<file path="src/rtl/uproc_pkg.sv">
// uproc_pkg: widths, NOP encoding, fetch states and ControlPC layout shared across the micro-processor.
package uproc_pkg;

    localparam int INS_W = 13;
    localparam int PC_W = 6;
    localparam int CPC_W = PC_W + 1;
    localparam logic [INS_W-1:0] NOP_INS = 13'h1F00;

    localparam int JMP_EN_BIT = 6;
    localparam int JMP_ADDR_MSB = 5;
    localparam int JMP_ADDR_LSB = 0;

    typedef enum logic [1:0] {
        IDLE,
        FILL,
        RUN
    } fetch_state_t;

    function automatic logic [CPC_W-1:0] make_jump(input logic [PC_W-1:0] target);
        return {1'b1, target};
    endfunction

endpackage

</file>
<file path="src/rtl/instruction_fetch_unit.sv">
// instruction_fetch_unit: PC register, fetch FSM and NOP mux feeding the decoder from synchronous program memory.
module instruction_fetch_unit
    import uproc_pkg::*;
#(
    parameter int INS_W = uproc_pkg::INS_W,
    parameter int PC_W = uproc_pkg::PC_W,
    parameter logic [PC_W-1:0] START_PC = '0
) (
    input  logic             clk,
    input  logic             rst_n,
    input  logic             Run,
    input  logic             Stall,
    input  logic [PC_W:0]    ControlPC,
    output logic [PC_W-1:0]  PM_Addr,
    output logic             PM_RE,
    input  logic [INS_W-1:0] PM_RData,
    output logic [INS_W-1:0] Ins,
    output logic             InsValid,
    output logic [PC_W-1:0]  InsPC
);

    fetch_state_t state_q, state_d;
    logic [PC_W-1:0] addr_q, addr_d, pc_q, pc_d;
    logic jump;
    logic [PC_W-1:0] next_addr;

    assign jump = ControlPC[PC_W];
    assign next_addr = addr_q + PC_W'(1);

    always_ff @(posedge clk or negedge rst_n) begin
        if (!rst_n) begin
            state_q <= IDLE;
            addr_q <= START_PC;
            pc_q <= '0;
        end else begin
            state_q <= state_d;
            addr_q <= addr_d;
            pc_q <= pc_d;
        end
    end

    // Stall freezes everything; a jump only counts while a real instruction is on Ins.
    always_comb begin
        state_d = state_q;
        addr_d = addr_q;
        pc_d = pc_q;
        if (!Stall) begin
            case (state_q)
                IDLE: state_d = Run ? FILL : IDLE;
                FILL: begin
                    pc_d = addr_q;
                    addr_d = next_addr;
                    state_d = Run ? RUN : IDLE;
                end
                RUN: begin
                    if (jump) begin
                        addr_d = ControlPC[PC_W-1:0];
                        state_d = Run ? FILL : IDLE;
                    end else if (Run) begin
                        pc_d = addr_q;
                        addr_d = next_addr;
                    end else begin
                        state_d = IDLE;
                    end
                end
                default: state_d = IDLE;
            endcase
        end
    end

    assign InsValid = (state_q == RUN);
    assign PM_RE = ~Stall & (state_q != IDLE);
    assign PM_Addr = addr_q;
    assign InsPC = pc_q;
    assign Ins = InsValid ? PM_RData : INS_W'(NOP_INS);

endmodule

</file>
<file path="config.mk">
export PLATFORM = sky130hd
export DESIGN_NAME = instruction_fetch_unit
export DESIGN_NICKNAME = d
export VERILOG_FILES = /design/src/rtl/uproc_pkg.sv /design/src/rtl/instruction_fetch_unit.sv
export SDC_FILE = /design/constraint.sdc
export NUM_CORES = 1
export LEC_CHECK = 0
export CORE_MARGIN = 10
export CORE_UTILIZATION = 60
export CTS_CLUSTER_DIAMETER = 120
export CTS_CLUSTER_SIZE = 14
export DETAILED_ROUTE_END_ITERATION = 7
export DONT_BUFFER_PORTS = 1
export GPL_ROUTABILITY_DRIVEN = 0
export PLACE_DENSITY = 0.78
export SLEW_MARGIN = 20
export SYNTH_ARGS = -nofsm -noshare
export SYNTH_HDL_FRONTEND = slang
export SYNTH_SLANG_ARGS = --single-unit
</file>
<file path="constraint.sdc">
create_clock -name clk -period 3.17 [get_ports clk]
set_input_delay 0.1585 -clock clk [delete_from_list [all_inputs] [get_ports clk]]
set_output_delay 0.1585 -clock clk [all_outputs]
set_load 0.01 [all_outputs]
</file>
==> reports/results.tsv <==
stage	metric	value	unit
critical_path	Buf/Inv on CP	1	
sta	Final Max Slew Viols	0	
finish	share of cells above drive strength 1	14.4	%
die	die width	58.0	um
critical_path	CP arrival	2.45	ns
synthesis	Mapped Cells	89	
critical_path	Worst path top cell family by delay	adder cells	
critical_path	max incr delay on CP	0.65	ns
sta	RSZ-0062 raised after global routing	false	
sta	fin crit share	72.0	%
power_and_ir_drop	VDD IR max	0.531	mV
synthesis	post-synth top area share	40.3	%
finish	Nets	120	
place	dpl hpwl	1.74	mm
sta	Hold Vio Cnt, Final	0	
synthesis	Mapped Area	868	sq um
sta	clk_skew	0.00325	ns
power_and_ir_drop	cell area power density	797	mW/mm^2
flow_run	maxcap violations	0	
synthesis	Post-Syn Nets	118	
clock_tree	Clk pin slew, worst setup/hold paths	0.08	ns
route	DRT iter0 DRCs	2	
critical_path	crit-path cells	inv_1 > ha_1 > nor2_1 > a211oi_4 > mux2i_1 > nand2_1	
die	Die Span Y	58.0	um
power_and_ir_drop	Pwr Total	720	uW
global_routing	initial antenna violation count	0	
synthesis	ys flop type	dfrtp_1	
synthesis	Syn Area/Cell	9.76	sq um
route	vias per inst	6.51	
clock_tree	maximum clock path buffer count	2	
finish	most frequent cells in the layout	dfrtp_1 (14), a21oi_1 (9), and2_1 (8), nand2_1 (7)	
sta	slew margin rel.	50.4	%
critical_path	CP max-delay cell	ha_1	
power_and_ir_drop	P_leak	0.398	nW
critical_path	Crit Path Max Fanout	22	
route	drt total wl	2.17	mm
sta	Final min period	2.28	ns
route	Routed wire per std cell	20.7	um
clock_tree	CTS tree	done	
die	die area	0.00337	sq mm
synthesis	asr flop ratio synth	100	%
die	initial core utilization	65.1	%
finish	commonest non-fill, non-tap cell in the layout	dfrtp_1	
finish	FILL cells	105	
route	DRT antenna net count	0	
critical_path	Worst Setup End Kind	register	
critical_path	critical path class	register to register	
finish	number of diodes	0	
route	DRC	0	
clock_tree	Root Buffer	clkbuf_4	
synthesis	flops & latches, synth	14	
sta	worst-margin pin slew	0.744	ns
synthesis	number of synthesized flops with an enable pin	0	
clock_tree	Skew-Pair Late Insertion Delay	0.27	ns
sta	setup violators final	0	
place	I/O Buffers	0	
die	IO Pins	51	
worst_hold_path	Hold Path Class	input port to register	
die	Core Rows	13	
synthesis	Yosys top cell by area	dfrtp_1	
die	Core Area	0.00133	sq mm
finish	area grow syn2layout	4.03	%
synthesis	Area contributors post-synth	dfrtp_1 (40%), mux2_2 (7.8%), ha_1 (7.2%), and2_1 (5.8%), a21oi_1 (5.2%)	
critical_path	Startpoint Class	register	
clock_tree	CTS H-Tree Depth	1	
sta	FMAX	0.438	GHz
global_routing	GR Overflow Total	0	
critical_path	CP Data Required Time	3.34	ns
run_status	status	completed	
synthesis	Seq/Total Area, Yosys	40.3	%
clock_tree	TritonCTS Buffers	3	
global_routing	number of global-route vias before repair	730	
synthesis	Synth cell types	25	
sta	total negative slack	0	ns
global_routing	largest net degree at the start of global routing	23	
route	first drt pass iteration count	4	
global_routing	first-pass GRT wire length	3.40	mm
clock_tree	clk sink count	14	
synthesis	synth warn	0	
clock_tree	Setup Fix Bufs, Post-CTS	0	
global_routing	GRT Overall Usage	12.2	%
route	vias	684	
routing by layer:
metal / share of wire, % / up-vias / GRT usage, %
met5: 0 / - / 0
met4: 1.1 / 0 / 3.02
met3: 16 / 5 / 8.06
met2: 50 / 49 / 21.9
met1: 33 / 316 / 11.0
li1: - / 314 / -
worst register-to-register path: stages, from the launching register on:
cell	delay, ns
dfrtp_1	0.40
inv_1	0.11
ha_1	0.65
nor2_1	0.18
a211oi_4	0.54
mux2i_1	0.24
nand2_1	0.06
synth_stat cells (2+ instances only):
library cell  number
a21oi_1            9
nand4b_1           2
nand2_1            7
nand2b_1           6
dfrtp_1           14
and2_1             8
o21ai_0            6
nor2_1             3
nand4_1            2
nand3_1            3
buf_4              2
inv_1              3
or2b_1             2
ha_1               5
mux2_2             6
mux2i_1            2
sequential cells by signal, summed over array words and instances (netlist names):
register	count
InsPC	6
PM_Addr	6
state_q	2
final cells by class:
| class | count | area, sq um | area share (%) |
|---|---|---|---|
| Tap cell | 15 | 18.8 | 2.08 |
| Sequential cell | 14 | 350 | 38.8 |
| Inverter | 3 | 11.3 | 1.25 |
| Clock buffer | 4 | 36.3 | 4.02 |
| Multi-Input combinational cell | 68 | 477 | 52.8 |
| Timing Repair Buffer | 1 | 10.0 | 1.11 |
where the power goes:
group	internal [mW]	switching, mW
Clock	0.0698	0.0547
Sequential	0.250	0.122
Combinational	0.108	0.116
metrics by stage:
stage	cells	util (%)	hold WS [ns]	setup slack, ns	area [sq um]
floorplan	89	-	-0.137	1.55	868
global placement	100	64.3	-0.137	1.01	857
CTS	105	67.7	0.0224	0.884	903
detailed placement	100	64.3	-0.137	0.896	857
finish	105	67.7	0.0215	0.886	903
global route	105	67.7	0.0201	0.680	903
timing repair:
| item | in CTS | in global routing |
|---|---|---|
| endpoints found under the hold margin | 14 | 0 |
| hold buffers | 1 | 0 |
| resized for setup | 0 | 0 |
path summary, 6_finish.rpt:
kind	startpoint	endpoint	slack, ns	cells after the start
worst max-delay path	state_q[0]	PM_Addr[0]	0.89	6
worst min-delay path	ControlPC[6]	PM_Addr[0]	0.02	2
worst max register to register	state_q[0]	PM_Addr[0]	0.89	6
worst min register to register	InsPC[2]	InsPC[2]	0.59	1
max in group asynchronous	rst_n	state_q[1]	2.46	1
min in group asynchronous	rst_n	PM_Addr[2]	0.32	1
cells by family (layout without fill, tap and decap cells):
family,Yosys count,count (layout),share of synthesized area [%]
compound gates,20,20,14.6
fa+ha+maj,5,5,7.20
buf+inv,7,8,4.75
flops,14,14,40.3
mux,8,8,10.1
simple gates,35,35,23.1
Power figures use the tool's default switching activity.
